### src/rtl/uart_pkg.sv
`default_nettype none
// +----------------------------------------------------------------------+
// | uart_pkg : state encodings, defaults and parity shared by TX and RX   |
// | Revision : 1.0                                                        |
// +----------------------------------------------------------------------+
package uart_pkg;

    typedef enum logic [2:0] {
        ST_IDLE   = 3'd0,
        ST_START  = 3'd1,
        ST_DATA   = 3'd2,
        ST_PARITY = 3'd3,
        ST_STOP   = 3'd4
    } uart_state_t;

    localparam int unsigned c_DEF_TICKS_PER_BIT = 16;
    localparam int unsigned c_DEF_DATA_BITS     = 8;
    localparam int unsigned c_MAX_DATA_BITS     = 8;

    // Narrow frames are zero-extended by the caller, which leaves the XOR unchanged.
    function automatic logic uart_parity(input logic [c_MAX_DATA_BITS-1:0] i_data,
                                         input logic                       i_odd);
        return (^i_data) ^ i_odd;
    endfunction

endpackage
`default_nettype wire

### src/rtl/uart_tx_if.sv
`default_nettype none
// +----------------------------------------------------------------------+
// | uart_tx_if : byte handshake between the TX FIFO side and uart_tx      |
// | Revision   : 1.0                                                      |
// +----------------------------------------------------------------------+
interface uart_tx_if
    import uart_pkg::*;
#(
    parameter int unsigned DATA_BITS = c_DEF_DATA_BITS
) ();

    logic                 i_start;
    logic [DATA_BITS-1:0] i_din;
    logic                 o_tx_busy;
    logic                 o_tx_done;

    modport master (
        output i_start,
        output i_din,
        input  o_tx_busy,
        input  o_tx_done
    );

    modport slave (
        input  i_start,
        input  i_din,
        output o_tx_busy,
        output o_tx_done
    );

endinterface
`default_nettype wire

### src/rtl/uart_tx.sv
`default_nettype none
// +----------------------------------------------------------------------+
// | uart_tx : start/data/parity/stop serialiser on oversampled baud tick  |
// | Revision: 1.0                                                         |
// +----------------------------------------------------------------------+
module uart_tx
    import uart_pkg::*;
#(
    parameter int unsigned TICKS_PER_BIT = c_DEF_TICKS_PER_BIT,
    parameter int unsigned DATA_BITS     = c_DEF_DATA_BITS,
    parameter bit          PARITY_EN     = 1'b0,
    parameter bit          PARITY_ODD    = 1'b0,
    parameter int unsigned STOP_BITS     = 1
) (
    input  wire logic  clk,
    input  wire logic  rst,
    input  wire logic  baud_tick,
    uart_tx_if.slave   bus,
    output logic       o_tx
);

    localparam int unsigned              c_TICK_W    = $clog2(TICKS_PER_BIT);
    localparam logic [c_TICK_W-1:0]      c_TICK_LAST = c_TICK_W'(TICKS_PER_BIT - 1);
    localparam logic [2:0]               c_BIT_LAST  = 3'(DATA_BITS - 1);
    localparam logic [2:0]               c_STOP_LAST = 3'(STOP_BITS - 1);

    uart_state_t                 r_state;
    logic [c_TICK_W-1:0]         r_tick;
    logic [2:0]                  r_bit;
    logic [DATA_BITS-1:0]        r_shift;
    logic                        r_parity;
    logic                        r_busy;
    logic                        r_done;

    logic                        w_bit_end;
    logic [DATA_BITS-1:0]        w_shift_next;
    logic [c_MAX_DATA_BITS-1:0]  w_din_ext;

    assign w_bit_end    = baud_tick && (r_tick == c_TICK_LAST);
    assign w_shift_next = r_shift >> 1;
    assign w_din_ext    = c_MAX_DATA_BITS'(bus.i_din);

    assign bus.o_tx_busy = r_busy;
    assign bus.o_tx_done = r_done;

    always_ff @(posedge clk or posedge rst) begin
        if (rst) begin
            r_state  <= ST_IDLE;
            r_tick   <= '0;
            r_bit    <= '0;
            r_shift  <= '0;
            r_parity <= 1'b0;
            r_busy   <= 1'b0;
            r_done   <= 1'b0;
            o_tx     <= 1'b1;
        end else begin
            r_done <= 1'b0;

            // The tick counter only runs inside a frame; the acceptance cycle never counts.
            if (r_state != ST_IDLE && baud_tick) begin
                r_tick <= w_bit_end ? '0 : r_tick + 1'b1;
            end

            case (r_state)
                ST_IDLE: begin
                    o_tx   <= 1'b1;
                    r_busy <= 1'b0;
                    if (bus.i_start) begin
                        r_shift  <= bus.i_din;
                        r_parity <= uart_parity(w_din_ext, PARITY_ODD);
                        r_tick   <= '0;
                        r_state  <= ST_START;
                        o_tx     <= 1'b0;
                        r_busy   <= 1'b1;
                    end
                end

                ST_START: begin
                    if (w_bit_end) begin
                        r_state <= ST_DATA;
                        r_bit   <= '0;
                        o_tx    <= r_shift[0];
                    end
                end

                ST_DATA: begin
                    if (w_bit_end) begin
                        if (r_bit == c_BIT_LAST) begin
                            r_bit <= '0;
                            if (PARITY_EN) begin
                                r_state <= ST_PARITY;
                                o_tx    <= r_parity;
                            end else begin
                                r_state <= ST_STOP;
                                o_tx    <= 1'b1;
                            end
                        end else begin
                            r_shift <= w_shift_next;
                            r_bit   <= r_bit + 1'b1;
                            o_tx    <= w_shift_next[0];
                        end
                    end
                end

                ST_PARITY: begin
                    if (w_bit_end) begin
                        r_state <= ST_STOP;
                        r_bit   <= '0;
                        o_tx    <= 1'b1;
                    end
                end

                ST_STOP: begin
                    o_tx <= 1'b1;
                    if (w_bit_end) begin
                        if (r_bit == c_STOP_LAST) begin
                            r_state <= ST_IDLE;
                            r_bit   <= '0;
                            r_busy  <= 1'b0;
                            r_done  <= 1'b1;
                        end else begin
                            r_bit <= r_bit + 1'b1;
                        end
                    end
                end

                default: begin
                    r_state <= ST_IDLE;
                    r_busy  <= 1'b0;
                    o_tx    <= 1'b1;
                end
            endcase
        end
    end

endmodule
`default_nettype wire

### src/flat_wrapper.sv
// flat-port wrapper written by rule: the top's interface ports become plain ports
module uart_tx_flat import uart_pkg::*;
#(
    parameter int unsigned TICKS_PER_BIT = c_DEF_TICKS_PER_BIT,
    parameter int unsigned DATA_BITS     = c_DEF_DATA_BITS,
    parameter bit          PARITY_EN     = 1'b0,
    parameter bit          PARITY_ODD    = 1'b0,
    parameter int unsigned STOP_BITS     = 1
)
  (clk, rst, baud_tick, o_tx, bus_i_start, bus_i_din, bus_o_tx_busy, bus_o_tx_done);
  uart_tx_if #(.DATA_BITS(DATA_BITS)) bus_i ();
  input  wire logic clk;
  input  wire logic rst;
  input  wire logic baud_tick;
  output logic o_tx;
  input wire logic [$bits(bus_i.i_start)-1:0] bus_i_start;
  input wire logic [$bits(bus_i.i_din)-1:0] bus_i_din;
  output wire logic [$bits(bus_i.o_tx_busy)-1:0] bus_o_tx_busy;
  output wire logic [$bits(bus_i.o_tx_done)-1:0] bus_o_tx_done;
  assign bus_i.i_start = bus_i_start;
  assign bus_i.i_din = bus_i_din;
  assign bus_o_tx_busy = bus_i.o_tx_busy;
  assign bus_o_tx_done = bus_i.o_tx_done;
  uart_tx #(.TICKS_PER_BIT(TICKS_PER_BIT), .DATA_BITS(DATA_BITS), .PARITY_EN(PARITY_EN), .PARITY_ODD(PARITY_ODD), .STOP_BITS(STOP_BITS)) u_core (.clk(clk), .rst(rst), .baud_tick(baud_tick), .bus(bus_i), .o_tx(o_tx));
endmodule
### config.mk
export PLATFORM = sky130hd
export DESIGN_NAME = uart_tx_flat
export DESIGN_NICKNAME = d
export VERILOG_FILES = /design/src/rtl/uart_pkg.sv /design/src/rtl/uart_tx_if.sv /design/src/rtl/uart_tx.sv /design/src/flat_wrapper.sv
export SDC_FILE = /design/constraint.sdc
export NUM_CORES = 1
export LEC_CHECK = 0
export CAP_MARGIN = 20
export CORE_AREA = 2 2 60 68
export DETAILED_ROUTE_END_ITERATION = 10
export DIE_AREA = 0 0 62 70
export GPL_TIMING_DRIVEN = 0
export MAX_ROUTING_LAYER = met4
export PLACE_DENSITY = 0.53
export SYNTH_ARGS = -nofsm -noshare
export SYNTH_HDL_FRONTEND = slang
export SYNTH_SLANG_ARGS = --single-unit
### constraint.sdc
create_clock -name clk -period 2.5 [get_ports clk]
set_input_delay 0.5 -clock clk [delete_from_list [all_inputs] [get_ports clk]]
set_output_delay 0.5 -clock clk [all_outputs]
set_load 0.05 [all_outputs]
==> impl_metrics.csv, run 1 <==
group,metric,value,unit
routing,viasPerCell,5.239,
layout,final-instance-count-excl-fill,188,
layout,fillerInstances,375,
synthesis,synth-edff-count,0,
timing,grt_setup_unrepaired,"no",
run_status,outcome,"complete, no violations",
cts,cts-buffers-inserted,3,
timing,finClkSkew,0.001810,ns
cts,cts_htree_levels,1,
layout,final_cell_area,0.001465,mm^2
die,core.rowCount,24,
critical_path,slowest_delay,0.80,ns
critical_path,critical_path.slowest_cell,"clkdlybuf4s50_1",
cts,buffers_from_clock_root_to_sink_at_most,2,
synthesis,synth_async_sr_flop_share,100.0,%
grt,globalRouteOverflowTotal,0,
layout,syn2layout_area_growth,20.72,%
timing,worst_hold_slack,0.4997,ns
critical_path,critPathMaxFanout,2,
place,portBuffers,14,
layout,final_nets,153,
cts,insertion_delay,0.27,ns
synthesis,synthesis.area_per_instance,10.29,um^2
routing,detailedRoute.firstPassIterationCount,4,
layout,final-seq-area,526.8,um^2
critical_path,path_class,"reg -> out",
routing,routed_wirelength,2632,um
critical_path,worstPathCellList,"clkdlybuf4s50_1",
cts,ctsRootBufferMaster,"clkbuf_8",
synthesis,synthCells,118,
power_and_ir_drop,vdd_ir_drop_max,0.0004080,V
synthesis,syn_nets,134,
grt,grt_max_degree,22,
hold_path,hp-class,"reg -> reg",
critical_path,critical_path_end_type,"output port",
place,place.detailed.hpwl,1864,um
critical_path,required,2.00,ns
grt,first_global_vias,981,
die,core_region_area,0.003754,mm^2
layout,diode_count,0,
timing,post-route-period-util,84.41,%
timing,finalHoldViolCount,0,
power_and_ir_drop,power.density_cell_area,934.7,mW/mm^2
routing,antenna_violating_nets_post_route,0,
die,ios,15,
layout,drive_above_1_share,16.18,%
layout,finish.utilization,39.03,%
routing,first_iter_violations,35,
timing,layout_min_cycle_time,2.110,ns
critical_path,cp.buffers_inverters,1,
synthesis,synth_seq_cells,21,
timing,setup-tns-final,0,ns
job,maxCapViolations,0,
timing,finalSetupViolCount,0,
synthesis,ys_warn_count,0,
die,die-area,0.004340,mm^2
cts,path_clk_slew,0.08,ns
place,place_congestion,0.7776,
cts,postCtsResizedCells,0,
critical_path,setup.worst_path.start_class,"register",
place,placed_area,0.001419,mm^2
routing,route.detailed.wl_per_inst,14.00,um
cts,numClockSinks,21,
grt,first_pass_grt_wire_length,4485,um
routing,drcViolationCount,0,
die,vertical_extent_of_the_die,70,um
cts,cts_tree,"yes",
timing,worst_pin_slew,0.8198,ns
layout,multi_input_comb_area,624.3,um^2
critical_path,worst_path_dominant_cell_family,"buffers and inverters",
die,initial_core_util,32.33,%
cts,post_cts_hold_buffer_count,0,
timing,timing.max_slew.rel_slack,45.29,%
critical_path,worst_ep_arrival_time,1.61,ns
synthesis,seq_area_frac_synth,43.40,%
power_and_ir_drop,total_leakage_power,0.5929,nW
timing,slew_viol_final,0,
die,chipWidth,62,um
synthesis,netlist_area,0.001214,mm^2
timing,maxClockFrequency,0.4739,GHz
grt,antenna_found_initial,0,
routing,dr_total_vias,985,
cts,cts_post_setup_buffers_inserted,0,
grt,track_usage,13.92,%
place,place.detailed.instances,184,
synthesis,dominantRegCellSynth,"dfrtp_1",
synthesis,synth_cell_type_count,46,
## Yosys cell counts, drive strengths merged (2+ instances only)
master   instances  area (um^2)
nand2b           4        40.04
o21ai            9        45.04
a31oi            2        12.51
nor3             4        25.02
clkbuf           2        8.750
inv              6        22.52
a21o             2        15.01
o22ai            8        50.05
a21oi            7        38.79
a2bb2oi          7        61.31
buf              4        31.27
dfrtp           20        500.5
a211oi           2        27.53
ha               4        50.05
nand2            7        26.28
nor2             7        26.28
## cell families after synthesis
| group | share of synthesized area (%) |
|---|---|
| multiplexers | 0.8248 |
| AND/OR/NAND/NOR | 17.73 |
| adder cells (fa/ha/maj) | 4.124 |
| AO/OA/AOI/OAI | 28.76 |
| buffers and inverters | 5.153 |
| flip-flops | 43.40 |
## area by class of cell
type	count	share of cell area, %
Buffer	6	2.733
Clock inverter	1	0.3416
Tap cell	52	4.441
Inverter	6	1.537
Timing Repair Buffer	14	9.564
Multi-Input combinational cell	85	42.61
Sequential cell	21	35.95
Clock buffer	3	2.818
## cells in the final DEF, fill, tap and decap left out, types with 3 or more instances in the layout
cell / instances
nor2_1: 7
nor3_1: 3
dfrtp_1: 20
o21ai_0: 9
inv_1: 6
ha_1: 4
a21oi_1: 6
a2bb2oi_1: 7
nand2_1: 7
o22ai_1: 8
clkdlybuf4s50_1: 14
clkbuf_8: 3
## path summary, 6_finish.rpt
path	startpoint	end	slack, ns	depth (start not counted)
setup / recovery	u_core.o_tx$_DFFE_PP1P_	o_tx	0.39	1
hold / removal	u_core.bus.o_tx_busy$_DFFE_PP0P_	u_core.bus.o_tx_busy$_DFFE_PP0P_	0.50	1
setup reg to reg	u_core.r_bit[0]$_DFFE_PP0P_	u_core.r_shift[2]$_DFFE_PP0P_	0.42	6
hold reg to reg	u_core.bus.o_tx_busy$_DFFE_PP0P_	u_core.bus.o_tx_busy$_DFFE_PP0P_	0.50	1
max in group asynchronous	rst	u_core.r_shift[5]$_DFFE_PP0P_	1.31	2
min in group asynchronous	rst	u_core.r_tick[1]$_DFF_PP0_	0.68	2
## state kept, by name, indices dropped and copies added (netlist names)
register	flops
u_core.r_tick	4
u_core.o_tx	1
u_core.r_shift	8
u_core.bus.o_tx_done	1
u_core.bus.o_tx_busy	1
u_core.r_bit	3
u_core.r_state	3
## report_power, final
part           switching [mW]  internal (mW)
clock network           0.123          0.111
registers               0.113          0.474
logic                   0.283          0.265
## per-stage QoR
| stage | total power, mW | worst slack, ns |
|---|---|---|
| after floorplan | 0.9941 | 0.7415 |
| after global placement | 1.124 | 0.3850 |
| after detailed placement | 1.143 | 0.2971 |
| after CTS | 1.379 | 0.3804 |
| after global routing | 1.467 | 0.2809 |
| final | 1.370 | 0.3897 |
## layer usage
metal | track usage (%) | share of wire (%) | wire, um
met1 | 17.72 | 48 | 1261
met2 | 21.76 | 47 | 1226
met3 | 2.407 | 3.6 | 96
met4 | 4.965 | 1.8 | 47
met5 | - | 0 | 0
(Power assumes the default switching activity.)
==> run 2, diff against run 1 <==
Clock period 2.5 ns to 2.1 ns, I/O delays scaled along.
==> impl_metrics.csv, run 2 (synthesis results as in run 1) <==
group,metric,value,unit
run_status,outcome,"complete, no violations",
layout,diode_count,0,
routing,antenna_violating_nets_post_route,0,
timing,timing.max_slew.rel_slack,45.09,%
grt,track_usage,14.07,%
layout,final-instance-count-excl-fill,189,
layout,final_cell_area,0.001473,mm^2
timing,worst_hold_slack,0.4997,ns
layout,final_nets,154,
timing,slew_viol_final,0,
power_and_ir_drop,total_leakage_power,0.5983,nW
layout,syn2layout_area_growth,21.34,%
power_and_ir_drop,vdd_ir_drop_max,0.0005024,V
grt,first_global_vias,983,
critical_path,critical_path.slowest_cell,"clkdlybuf4s50_1",
die,core.rowCount,24,
cts,postCtsResizedCells,0,
timing,layout_min_cycle_time,2.030,ns
critical_path,worstPathCellList,"clkdlybuf4s50_1",
power_and_ir_drop,power.density_cell_area,1113,mW/mm^2
critical_path,worst_ep_arrival_time,1.61,ns
timing,finalHoldViolCount,0,
grt,first_pass_grt_wire_length,4540,um
place,placed_area,0.001419,mm^2
layout,drive_above_1_share,16.79,%
place,place_worst_setup_slack,-0.02294,ns
timing,setup_ws,0.06996,ns
routing,drcViolationCount,0,
cts,numClockSinks,21,
critical_path,slowest_delay,0.80,ns
critical_path,path_class,"reg -> out",
cts,insertion_delay,0.27,ns
layout,reg.largest.list,"u_core.r_shift: 8 flops, u_core.r_tick: 4 flops",
critical_path,setup.worst_path.start_class,"register",
grt,grt_max_degree,22,
timing,post-route-period-util,96.67,%
cts,path_clk_slew,0.08,ns
die,ios,15,
layout,largest_register_ffs,8,
cts,cts_htree_levels,1,
place,place_congestion,0.7776,
routing,first_iter_violations,41,
cts,cts-buffers-inserted,3,
cts,cts_tree,"yes",
die,die-area,0.004340,mm^2
cts,buffers_from_clock_root_to_sink_at_most,2,
die,chipWidth,62,um
timing,finalSetupViolCount,0,
die,core_region_area,0.003754,mm^2
timing,maxClockFrequency,0.4926,GHz
die,initial_core_util,32.33,%
grt,antenna_found_initial,0,
critical_path,required,1.68,ns
place,place.detailed.hpwl,1864,um
grt,globalRouteOverflowTotal,0,
place,place.detailed.instances,184,
routing,dr_total_vias,987,
critical_path,critical_path_end_type,"output port",
timing,worst_pin_slew,0.8227,ns
job,maxCapViolations,0,
layout,max_flop_register,"u_core.r_shift",
layout,mostFrequentLayoutCell,"dfrtp_1",
timing,finClkSkew,0.001815,ns
routing,viasPerCell,5.222,
place,portBuffers,14,
timing,grt_setup_unrepaired,"no",
cts,ctsRootBufferMaster,"clkbuf_8",
critical_path,worst_path_dominant_cell_family,"buffers and inverters",
routing,route.detailed.wl_per_inst,14.13,um
die,vertical_extent_of_the_die,70,um
layout,most_frequent_cells_in_the_layout,"dfrtp_1 (20), clkdlybuf4s50_1 (14), o21ai_0 (9), o22ai_1 (8)",
routing,routed_wirelength,2671,um
critical_path,cp.buffers_inverters,1,
critical_path,critPathMaxFanout,2,
routing,detailedRoute.firstPassIterationCount,4,
hold_path,hp-class,"reg -> reg",
## run 2: changes by cell type in the layout (fill, tap and decap cells not counted), sizes merged
cell,previous run,this run
buf,4,5
## run 2: stage by stage
step                TNS (ns)  power, mW  util [%]
floorplan                  0      1.183         -
global placement           0      1.338     37.80
detailed placement  -0.02447      1.360     37.80
CTS                        0      1.647     39.23
global route               0      1.753     39.23
finish                     0      1.639     39.23
## run 2: final timing paths
check | to | cells past startpoint | from | slack, ns
hold reg to reg | u_core.bus.o_tx_busy$_DFFE_PP0P_ | 1 | u_core.bus.o_tx_busy$_DFFE_PP0P_ | 0.50
hold / removal | u_core.bus.o_tx_busy$_DFFE_PP0P_ | 1 | u_core.bus.o_tx_busy$_DFFE_PP0P_ | 0.50
setup reg to reg | u_core.r_shift[2]$_DFFE_PP0P_ | 6 | u_core.r_bit[0]$_DFFE_PP0P_ | 0.21
min in group asynchronous | u_core.r_tick[1]$_DFF_PP0_ | 2 | rst | 0.60
setup / recovery | o_tx | 1 | u_core.o_tx$_DFFE_PP1P_ | 0.07
max in group asynchronous | u_core.r_shift[5]$_DFFE_PP0P_ | 2 | rst | 0.98
## run 2: power by group
| part | switching [mW] | internal (mW) | total, mW | leakage (nW) |
|---|---|---|---|---|
| logic | 0.338 | 0.320 | 0.658 | 0.329 |
| registers | 0.136 | 0.564 | 0.700 | 0.244 |
| clock network | 0.147 | 0.133 | 0.280 | 0.0255 |
| total | 0.622 | 1.02 | 1.64 | 0.598 |
## run 2: final cells by class
| type | instances | area (um^2) |
|---|---|---|
| buffer | 6 | 40.04 |
| clock buffer | 3 | 41.29 |
| clock inverter | 1 | 5.005 |
| fill | 375 | 2281 |
| inverter | 6 | 22.52 |
| multi-input combinational | 85 | 624.3 |
| sequential | 21 | 526.8 |
| tap | 52 | 65.06 |
| timing repair buffer | 15 | 147.6 |
## run 2: repair_timing
action | CTS | global route
hold buffers | 0 | 0
setup buffers | 1 | 0
endpoints found under the hold margin | 0 | 0
endpoints found under the setup margin | 1 | 0
## run 2: metal layers
metal / vias to the layer above / routed length [um] / GRT usage, %
met5: - / 0 / -
met4: 0 / 47 / 4.965
met3: 5 / 97 / 2.407
met2: 24 / 1239 / 21.64
met1: 473 / 1286 / 18.31
li1: 485 / - / -
